$ cat src/rtl/mines_pkg.sv
// Shared types and helpers for the minesweeper game controller.
//   state_t   : controller FSM states
//   DIR_*     : encodings of the 2-bit move direction
//   w_of()    : index/counter width helper that never returns zero
package mines_pkg;

  typedef enum logic [2:0] {
    StClear,
    StPlay,
    StFlagRd,
    StFlagWr,
    StSelRd,
    StSelWr,
    StLose,
    StWin
  } state_t;

  localparam logic [1:0] DIR_UP    = 2'd0;
  localparam logic [1:0] DIR_DOWN  = 2'd1;
  localparam logic [1:0] DIR_LEFT  = 2'd2;
  localparam logic [1:0] DIR_RIGHT = 2'd3;

  // Bits needed to hold values 0..n-1, at least 1.
  function automatic int unsigned w_of(input int unsigned n);
    return (n <= 2) ? 1 : $clog2(n);
  endfunction

endpackage

$ cat src/rtl/mines_cursor.sv
// Board cursor for the minesweeper controller.
// Edge behaviour is set by macro MINES_CURSOR_WRAP_EN: defined -> wrap to the
// opposite edge, undefined -> saturate (move past an edge is ignored).
// Ports:
//   clk, rst  : clock, synchronous active-high reset
//   clr       : synchronous return to (0,0)
//   step      : move one cell in dir this cycle
//   dir       : 0=up 1=down 2=left 3=right
//   cur_row/cur_col : cursor position
module mines_cursor
  import mines_pkg::*;
#(
  parameter int unsigned ROWS = 8,
  parameter int unsigned COLS = 8
) (
  input  logic                    clk,
  input  logic                    rst,
  input  logic                    clr,
  input  logic                    step,
  input  logic [1:0]              dir,
  output logic [$clog2(ROWS)-1:0] cur_row,
  output logic [$clog2(COLS)-1:0] cur_col
);

  localparam int unsigned RW = w_of(ROWS);
  localparam int unsigned CW = w_of(COLS);
  localparam logic [RW-1:0] RowLast = RW'(ROWS - 1);
  localparam logic [CW-1:0] ColLast = CW'(COLS - 1);

  logic [RW-1:0] row_q, row_d;
  logic [CW-1:0] col_q, col_d;

  always_comb begin
    row_d = row_q;
    col_d = col_q;
    if (clr) begin
      row_d = '0;
      col_d = '0;
    end else if (step) begin
      unique case (dir)
        DIR_UP: begin
          if (row_q != '0) row_d = row_q - RW'(1);
`ifdef MINES_CURSOR_WRAP_EN
          else row_d = RowLast;
`endif
        end
        DIR_DOWN: begin
          if (row_q != RowLast) row_d = row_q + RW'(1);
`ifdef MINES_CURSOR_WRAP_EN
          else row_d = '0;
`endif
        end
        DIR_LEFT: begin
          if (col_q != '0) col_d = col_q - CW'(1);
`ifdef MINES_CURSOR_WRAP_EN
          else col_d = ColLast;
`endif
        end
        DIR_RIGHT: begin
          if (col_q != ColLast) col_d = col_q + CW'(1);
`ifdef MINES_CURSOR_WRAP_EN
          else col_d = '0;
`endif
        end
      endcase
    end
  end

  always_ff @(posedge clk) begin
    if (rst) begin
      row_q <= '0;
      col_q <= '0;
    end else begin
      row_q <= row_d;
      col_q <= col_d;
    end
  end

  assign cur_row = row_q;
  assign cur_col = col_q;

endmodule

$ cat src/rtl/mines_game_ctrl.sv
// Minesweeper game controller: board-clear sweep, cursor, flag/reveal
// read-modify-write against a cell RAM with 1-cycle registered read, flag
// budget and win/lose detection. Cursor edge wrap via MINES_CURSOR_WRAP_EN.
// Ports:
//   clk, rst                    : clock, synchronous active-high reset
//   start/move_req/sel_req/flag_req, dir : button pulses and move direction
//   cell_mine/open/flag         : RAM read data (valid 1 cycle after addr)
//   addr_row/col, wr_en, wr_open, wr_flag : RAM address and write port
//   cur_row/col                 : cursor for display
//   flags_left, opened_cnt      : flag budget, safe cells revealed
//   busy, game_over, win        : status
module mines_game_ctrl
  import mines_pkg::*;
#(
  parameter int unsigned ROWS  = 8,
  parameter int unsigned COLS  = 8,
  parameter int unsigned MINES = 10
) (
  input  logic                            clk,
  input  logic                            rst,
  input  logic                            start,
  input  logic                            move_req,
  input  logic [1:0]                      dir,
  input  logic                            sel_req,
  input  logic                            flag_req,
  input  logic                            cell_mine,
  input  logic                            cell_open,
  input  logic                            cell_flag,
  output logic [$clog2(ROWS)-1:0]         addr_row,
  output logic [$clog2(COLS)-1:0]         addr_col,
  output logic                            wr_en,
  output logic                            wr_open,
  output logic                            wr_flag,
  output logic [$clog2(ROWS)-1:0]         cur_row,
  output logic [$clog2(COLS)-1:0]         cur_col,
  output logic [$clog2(MINES+1)-1:0]      flags_left,
  output logic [$clog2(ROWS*COLS+1)-1:0]  opened_cnt,
  output logic                            busy,
  output logic                            game_over,
  output logic                            win
);

  localparam int unsigned RW = w_of(ROWS);
  localparam int unsigned CW = w_of(COLS);
  localparam int unsigned FW = w_of(MINES + 1);
  localparam int unsigned OW = w_of(ROWS * COLS + 1);
  localparam logic [RW-1:0] RowLast = RW'(ROWS - 1);
  localparam logic [CW-1:0] ColLast = CW'(COLS - 1);
  localparam logic [FW-1:0] MinesV  = FW'(MINES);
  localparam logic [OW-1:0] SafeV   = OW'(ROWS * COLS - MINES);

  state_t        state_q, state_d;
  logic [RW-1:0] sweep_row_q, sweep_row_d;
  logic [CW-1:0] sweep_col_q, sweep_col_d;
  logic [FW-1:0] flags_q, flags_d;
  logic [OW-1:0] opened_q, opened_d;
  logic          over_q, over_d;
  logic          win_q, win_d;
  logic          cur_step;
  logic          wr_en_raw;

  mines_cursor #(
    .ROWS (ROWS),
    .COLS (COLS)
  ) u_cursor (
    .clk     (clk),
    .rst     (rst),
    .clr     (start),
    .step    (cur_step),
    .dir     (dir),
    .cur_row (cur_row),
    .cur_col (cur_col)
  );

  always_comb begin
    state_d     = state_q;
    sweep_row_d = sweep_row_q;
    sweep_col_d = sweep_col_q;
    flags_d     = flags_q;
    opened_d    = opened_q;
    over_d      = over_q;
    win_d       = win_q;
    cur_step    = 1'b0;
    wr_en_raw   = 1'b0;
    wr_open     = 1'b0;
    wr_flag     = 1'b0;

    unique case (state_q)
      StClear: begin
        wr_en_raw = 1'b1;
        if (sweep_col_q == ColLast) begin
          sweep_col_d = '0;
          if (sweep_row_q == RowLast) begin
            sweep_row_d = '0;
            state_d     = StPlay;
          end else begin
            sweep_row_d = sweep_row_q + RW'(1);
          end
        end else begin
          sweep_col_d = sweep_col_q + CW'(1);
        end
      end
      StPlay: begin
        if (sel_req)       state_d  = StSelRd;
        else if (flag_req) state_d  = StFlagRd;
        else if (move_req) cur_step = 1'b1;
      end
      StFlagRd: state_d = StFlagWr;
      StFlagWr: begin
        state_d = StPlay;
        if (!cell_open) begin
          if (cell_flag) begin
            wr_en_raw = 1'b1;
            wr_open   = cell_open;
            wr_flag   = 1'b0;
            if (flags_q != MinesV) flags_d = flags_q + FW'(1);
          end else if (flags_q != '0) begin
            wr_en_raw = 1'b1;
            wr_open   = cell_open;
            wr_flag   = 1'b1;
            flags_d   = flags_q - FW'(1);
          end
        end
      end
      StSelRd: state_d = StSelWr;
      StSelWr: begin
        state_d = StPlay;
        if (!cell_open && !cell_flag) begin
          wr_en_raw = 1'b1;
          wr_open   = 1'b1;
          if (cell_mine) begin
            over_d  = 1'b1;
            state_d = StLose;
          end else begin
            opened_d = opened_q + OW'(1);
            if (opened_q + OW'(1) == SafeV) begin
              win_d   = 1'b1;
              state_d = StWin;
            end
          end
        end
      end
      StLose, StWin: ;
      default: state_d = StClear;
    endcase

    // New game overrides everything; a pending RMW write is abandoned.
    if (start) begin
      state_d     = StClear;
      sweep_row_d = '0;
      sweep_col_d = '0;
      flags_d     = MinesV;
      opened_d    = '0;
      over_d      = 1'b0;
      win_d       = 1'b0;
      cur_step    = 1'b0;
      if (state_q != StClear) wr_en_raw = 1'b0;
    end
  end

  always_ff @(posedge clk) begin
    if (rst) begin
      state_q     <= StClear;
      sweep_row_q <= '0;
      sweep_col_q <= '0;
      flags_q     <= MinesV;
      opened_q    <= '0;
      over_q      <= 1'b0;
      win_q       <= 1'b0;
    end else begin
      state_q     <= state_d;
      sweep_row_q <= sweep_row_d;
      sweep_col_q <= sweep_col_d;
      flags_q     <= flags_d;
      opened_q    <= opened_d;
      over_q      <= over_d;
      win_q       <= win_d;
    end
  end

  // No RAM writes while reset is held.
  assign wr_en      = wr_en_raw & ~rst;
  assign addr_row   = (state_q == StClear) ? sweep_row_q : cur_row;
  assign addr_col   = (state_q == StClear) ? sweep_col_q : cur_col;
  assign flags_left = flags_q;
  assign opened_cnt = opened_q;
  assign busy       = (state_q != StPlay);
  assign game_over  = over_q;
  assign win        = win_q;

endmodule

$ cat config.mk
export PLATFORM = sky130hd
export DESIGN_NAME = mines_game_ctrl
export DESIGN_NICKNAME = d
export VERILOG_FILES = /design/src/rtl/mines_pkg.sv /design/src/rtl/mines_cursor.sv /design/src/rtl/mines_game_ctrl.sv
export SDC_FILE = /design/constraint.sdc
export NUM_CORES = 1
export LEC_CHECK = 0
export ABC_CLOCK_PERIOD_IN_PS = 2600
export CORE_AREA = 2 2 99 82
export CTS_BUF_LIST = sky130_fd_sc_hd__clkbuf_2 sky130_fd_sc_hd__clkbuf_4 sky130_fd_sc_hd__clkbuf_8
export DETAILED_ROUTE_END_ITERATION = 16
export DIE_AREA = 0 0 101 84
export REMOVE_ABC_BUFFERS = 1
export SYNTH_ARGS = -nofsm -noshare
export SYNTH_HDL_FRONTEND = slang
export SYNTH_HIERARCHICAL = 1
export SYNTH_SLANG_ARGS = --single-unit
$ cat constraint.sdc
create_clock -name clk -period 2.6 [get_ports clk]
set_input_delay 0.26 -clock clk [delete_from_list [all_inputs] [get_ports clk]]
set_output_delay 0.26 -clock clk [all_outputs]
set_load 0.01 [all_outputs]
* Yosys cells after proc, flatten, opt, wreduce, memory -nomap -nowiden
Cells that the tools add are included.
** Word-level totals
- Output and inout bits :: 29
- Logic and storage cells :: 104
- Register bits after elaboration :: 28
** Cells by class
- Mux-type cells :: 37
- Bitwise operators :: 4
- Equality and inequality tests :: 23
- Reduce and logical (&&, ||, !) cells :: 22
- $add $sub $neg :: 9
** Operator list (number)
- $mux 3 :: 15
- $reduce_and 4->1 :: 5
- $pmux 3 s6 :: 1
- $mux 1 :: 15
- $add 3x1->3 const B :: 4
- $eq 3x3->1 const B :: 4
- $mux 4 :: 3
- $pmux 3 s2 :: 2
- $ne 2x1->1 const B :: 5
- $ne 3x3->1 const B :: 3
- $reduce_bool 3->1 :: 3
- $add 7x1->7 const B :: 1
- $eq 7x6->1 const B :: 1
- $eq 3x2->1 const B :: 2
- $reduce_and 3->1 :: 2
- $reduce_bool 2->1 :: 3
- $reduce_bool 6->1 :: 1
- $sub 3x1->3 const B :: 2
- $add 4x1->4 const B :: 1
- $eq 2x2->1 const B :: 2
- $ne 2x2->1 const B :: 2
- $ne 4x4->1 const B :: 1
- $reduce_bool 4->1 :: 1
- $sub 4x1->4 const B :: 1
- 12 further kinds :: 15

* Longest topological paths before layout
- Depth in word-level cells :: 8
- Gate-level depth with buffers :: 8

* Hierarchy
Netlist, hierarchy kept.
** Modules (own cells, without submodules)
- mines_game_ctrl :: cells each 164, seq. area each 440.4 um^2, area each 1418.9 um^2, instances 1
- mines_cursor :: cells each 48, seq. area each 120.1 um^2, area each 395.4 um^2, instances 1

* Worst setup path before layout
No wires, ideal clock.
- Path type :: register to register
- From :: register state_q[1]
- To :: register u_cursor.col_q[2] (netlist: u_cursor/cur_col[2])
- Path slack :: 661 ps
- Arrival time :: 1819 ps
- Required time :: 2479 ps
- Cell stages (with the launch flop) :: 9
- Clock period less this slack :: 1939 ps
- Cells stage by stage :: dfxtp_1 clkbuf_1 nor2b_1 nand2b_1 nor4bb_1 nand2_1 a2111oi_2 xnor2_1 nor2_1
** Between the ends
- Cells in the longest elaborated chain, start to end :: 4
** RTL lines
- from (decl) :: line mines_game_ctrl.sv:52 : state_t state_q, state_d;
- from (signal assigned) :: line mines_game_ctrl.sv:163 : state_q <= StClear;
- from (signal assigned) :: line mines_game_ctrl.sv:171 : state_q <= state_d;
- $eq 3x1->1 :: line mines_game_ctrl.sv:88 : unique case (state_q)
- $mux 1 :: line mines_game_ctrl.sv:88
- $mux 1 :: line mines_game_ctrl.sv:148 : if (start) begin
- named net cur_step :: line mines_game_ctrl.sv:59 : logic cur_step;
- $reduce_and 4->1 (no line)
- to (signal assigned) :: line mines_cursor.sv:75 : col_q <= col_d;
- to (decl) :: line mines_cursor.sv:31 : logic [CW-1:0] col_q, col_d;
The timed path passes the listed nets, and every way through them passes these cells.
A chain may end at the register's enable or synchronous reset.

* Worst setup path after layout
- From :: input port cell_open
- To :: output port wr_en
** Between the ends
- Cells in the longest elaborated chain, start to end :: 7
** RTL lines
- from (decl) :: line mines_game_ctrl.sv:27 : input logic cell_open,
- $logic_not 1->1 :: line mines_game_ctrl.sv:128 : if (!cell_open && !cell_flag) begin
- $logic_and 1x1->1 :: line mines_game_ctrl.sv:128
- $mux 1 :: line mines_game_ctrl.sv:128
- $pmux 1 s3 * :: line mines_game_ctrl.sv:88
- $mux 1 :: line mines_game_ctrl.sv:157 : if (state_q != StClear) wr_en_raw = 1'b0;
- $mux 1 * :: line mines_game_ctrl.sv:148
- $and 1x1->1 * :: line mines_game_ctrl.sv:182 : assign wr_en = wr_en_raw & ~rst;
- to (decl) :: line mines_game_ctrl.sv:31 : output logic wr_en,
Mark *: on every way between the ends. The rest lies on a longest branch, timed or not.

==> metrics <==
status=complete, no violations; Critical Path AT=approximately 2200 ps; CTS sink cnt=28; worst setup margin=about 170 ps; leakage=between 0.9 and 1 nW; top-count cell post-synth=dfxtp_1; CP most frequent cell=clkdlybuf4s50_1; Synth-to-Final Area Change=31.1%; largest family of logic cells by synthesized area=simple AND/OR/NAND/NOR gates; crit path cell chain=clkdlybuf4s50_1 -> nor4b_4 -> nand2_1 -> inv_1 -> nand2b_1 -> a21oi_1 -> clkdlybuf4s50_1; post-CTS setup buffers=0; # nets final=around 280; Commonest cells post-synth=dfxtp_1, nor2_1, nand2_1; main flop type after synthesis=dfxtp_1; maximum VDD drop=0.000174 V; Via density=4.74; die width=about 100 um; # DRC=0; total routed wirelength=4400 um; Tmin final=between 2000 and 2500 ps; worst slack, placed=177 ps; synth warn=6; largest net degree at the start of global routing=20; Hold Violations, Final=0; FILL cells=between 800 and 900; I/O Buffers=39; Worst-path clk slew=about 100 ps; Initial Util=0.238; fraction of registers with async set/reset=0; crit path kind=in2out; Buf/Inv on CP=3; die footprint=between 8000 and 9000 sq um; mux contribution to synthesized area=0.0710; Syn Inst Count=approximately 210; worst hold path type=reg2reg; Vias=roughly 1.6k; FF+latch count, synth=28; Pre-antenna DRT Iters=4; synth unique cells=54; FMAX=around 0.41 GHz; share of post-route cells with drive strength above 1=0.103; slew margin rel.=0.676; Synth top area share=0.309; Synth Area in Compound Gates=0.154; CP delay by family, top=buffers and inverters; post-detail-place hpwl=roughly 3300 um; simple-gate share of the synthesized area=0.301; top cells by area, synth=dfxtp_1, ha_1, nor2_1, mux2_2, xnor2_1; Slew Viols, Final=0; CTS H-tree depth=1; Worst setup SP type=input pin; Max clock buf depth=2; P per Cell Area=~310 nW/um^2; cell taking the most area after synthesis=dfxtp_1; Slowest-stage cell, CP=clkdlybuf4s50_1; vias in the first global route=between 1.5k and 2k; Hold Path Origin=win$_SDFFE_PP0P_; overall routing resource usage=0.107; root buf cell=clkbuf_8; max_cap viols=0; number of diodes=0; Critical Path Max Stage Delay=570 ps; Layout Skew=between 2 and 3 ps; critical path launch point=cell_open; initial antenna violation count=0; number of buffers created by CTS=3; final period utilization=0.934; ANT nets after route=0; Worst Max-Slew Pin Slew=between 400 and 500 ps; Power Total=approximately 0.74 mW; # IOs=40; Final setup viols=0; RSZ-0062 raised after global routing=no; Mean Syn Cell Area=approximately 8.6 sq um; Die Span Y=about 84 um; CP Max Fanout=5; sequential area share after synthesis=0.309; CP required=~2300 ps; worst r2r src=state_q[0]$_SDFFE_PP0P_; Synth Area in XOR/XNOR=0.0531; CTS tree=built; grt ovf=0; crit end category=output port; FF+latch area=roughly 560 sq um; EDFF count, synth=0; Clock Latency Late Sink=between 200 and 300 ps; DRT iter0 DRCs=74; Avg WL per Cell=approximately 13 um; Multi-input gate area=between 1000 and 1500 sq um; first-pass GRT wire length=7420 um; adder-cell share of the synthesized area=0.0841; total negative setup slack=0 ps; Rows=29; area of the core=7620 sq um; Syn Std Cell Area=~1800 sq um; routability cong.=0.750
[routing by layer]
metal  track usage  routed length (um)  part of all wire
met5             0                   0                 0
met4        0.0283                  36            0.0082
met3        0.0193                 151             0.034
met2         0.163                2000              0.45
met1         0.156                2210              0.50
[layout make-up]
class / instances / share of cell area
inverter: 5 / 0.00789
multi-input combinational: 172 / 0.510
timing repair buffer: 44 / 0.180
clock buffer: 3 / 0.0174
sequential: 28 / 0.236
tap: 93 / 0.0489
[registers in the layout, indices dropped and copies added (netlist names)]
register,flops
u_cursor/cur_row,3
u_cursor/cur_col,3
game_over,1
win,1
sweep_col_q,3
flags_left,4
sweep_row_q,3
opened_cnt,7
state_q,3
[cell usage in the layout, fill, tap and decap left out, types with 2 or more instances in the layout]
master	instances
a21oi_1	13
a211o_1	2
clkbuf_8	3
or2_2	2
nor3_1	6
o21ai_0	10
a211oi_1	2
buf_4	5
clkdlybuf4s50_1	39
dfxtp_1	27
mux2i_1	5
a31oi_1	2
nand3_1	9
xor2_1	3
fa_1	2
nor2_1	26
a21o_1	3
xnor2_1	8
nor2b_1	4
mux2_2	7
nor3b_1	2
and3_1	4
nand2b_1	5
nand2_1	15
ha_1	9
inv_1	5
nor4_4	2
or3_1	4
nor4_1	2
and3b_1	2
[worst paths after layout]
kind                                                          to  slack, ps  cells past startpoint
worst max-delay path                                       wr_en        170                      7
worst min-delay path                            win$_SDFFE_PP0P_        480                      2
worst max register to register  u_cursor/cur_col[2]$_SDFFE_PP0P_        480                      7
worst min register to register                  win$_SDFFE_PP0P_        480                      2
[cell families (layout without fill, tap and decap cells)]
group | Yosys count | count (layout)
AO/OA/AOI/OAI | 43 | 43
XOR/XNOR | 11 | 11
adder cells (fa/ha/maj) | 11 | 11
buffers and inverters | 12 | 52
flip-flops | 28 | 28
multiplexers | 12 | 12
AND/OR/NAND/NOR | 95 | 95
[metrics by stage]
step	utilization	instance area [sq um]	cells	hold WS [ps]
final	0.312	2380	345	478
after global routing	0.312	2380	345	509
after CTS	0.311	2370	345	485
after detailed placement	0.305	2330	342	459
after global placement	0.305	2330	342	450
after floorplan	-	1780	205	394
[where the power goes]
group	leakage (nW)	switching, mW	internal (mW)
logic	0.656	0.0351	0.0351
registers	0.226	0.00126	0.430
clock network	0.0216	0.138	0.104
[worst reg2reg max path, delay by kind of cell (launching register included)]
kind	cells	cell delay [ps]
AOI/OAI and AO/OA	1	390
and+or+nand+nor	5	980
xor gates and xnor gates	1	170
DFF	1	500
[what timing repair did]
item | CTS | global route
resized for setup | 0 | 2
setup endpoints to repair | 0 | 1
hold buffers | 0 | 0
Power figures use the tool's default switching activity.
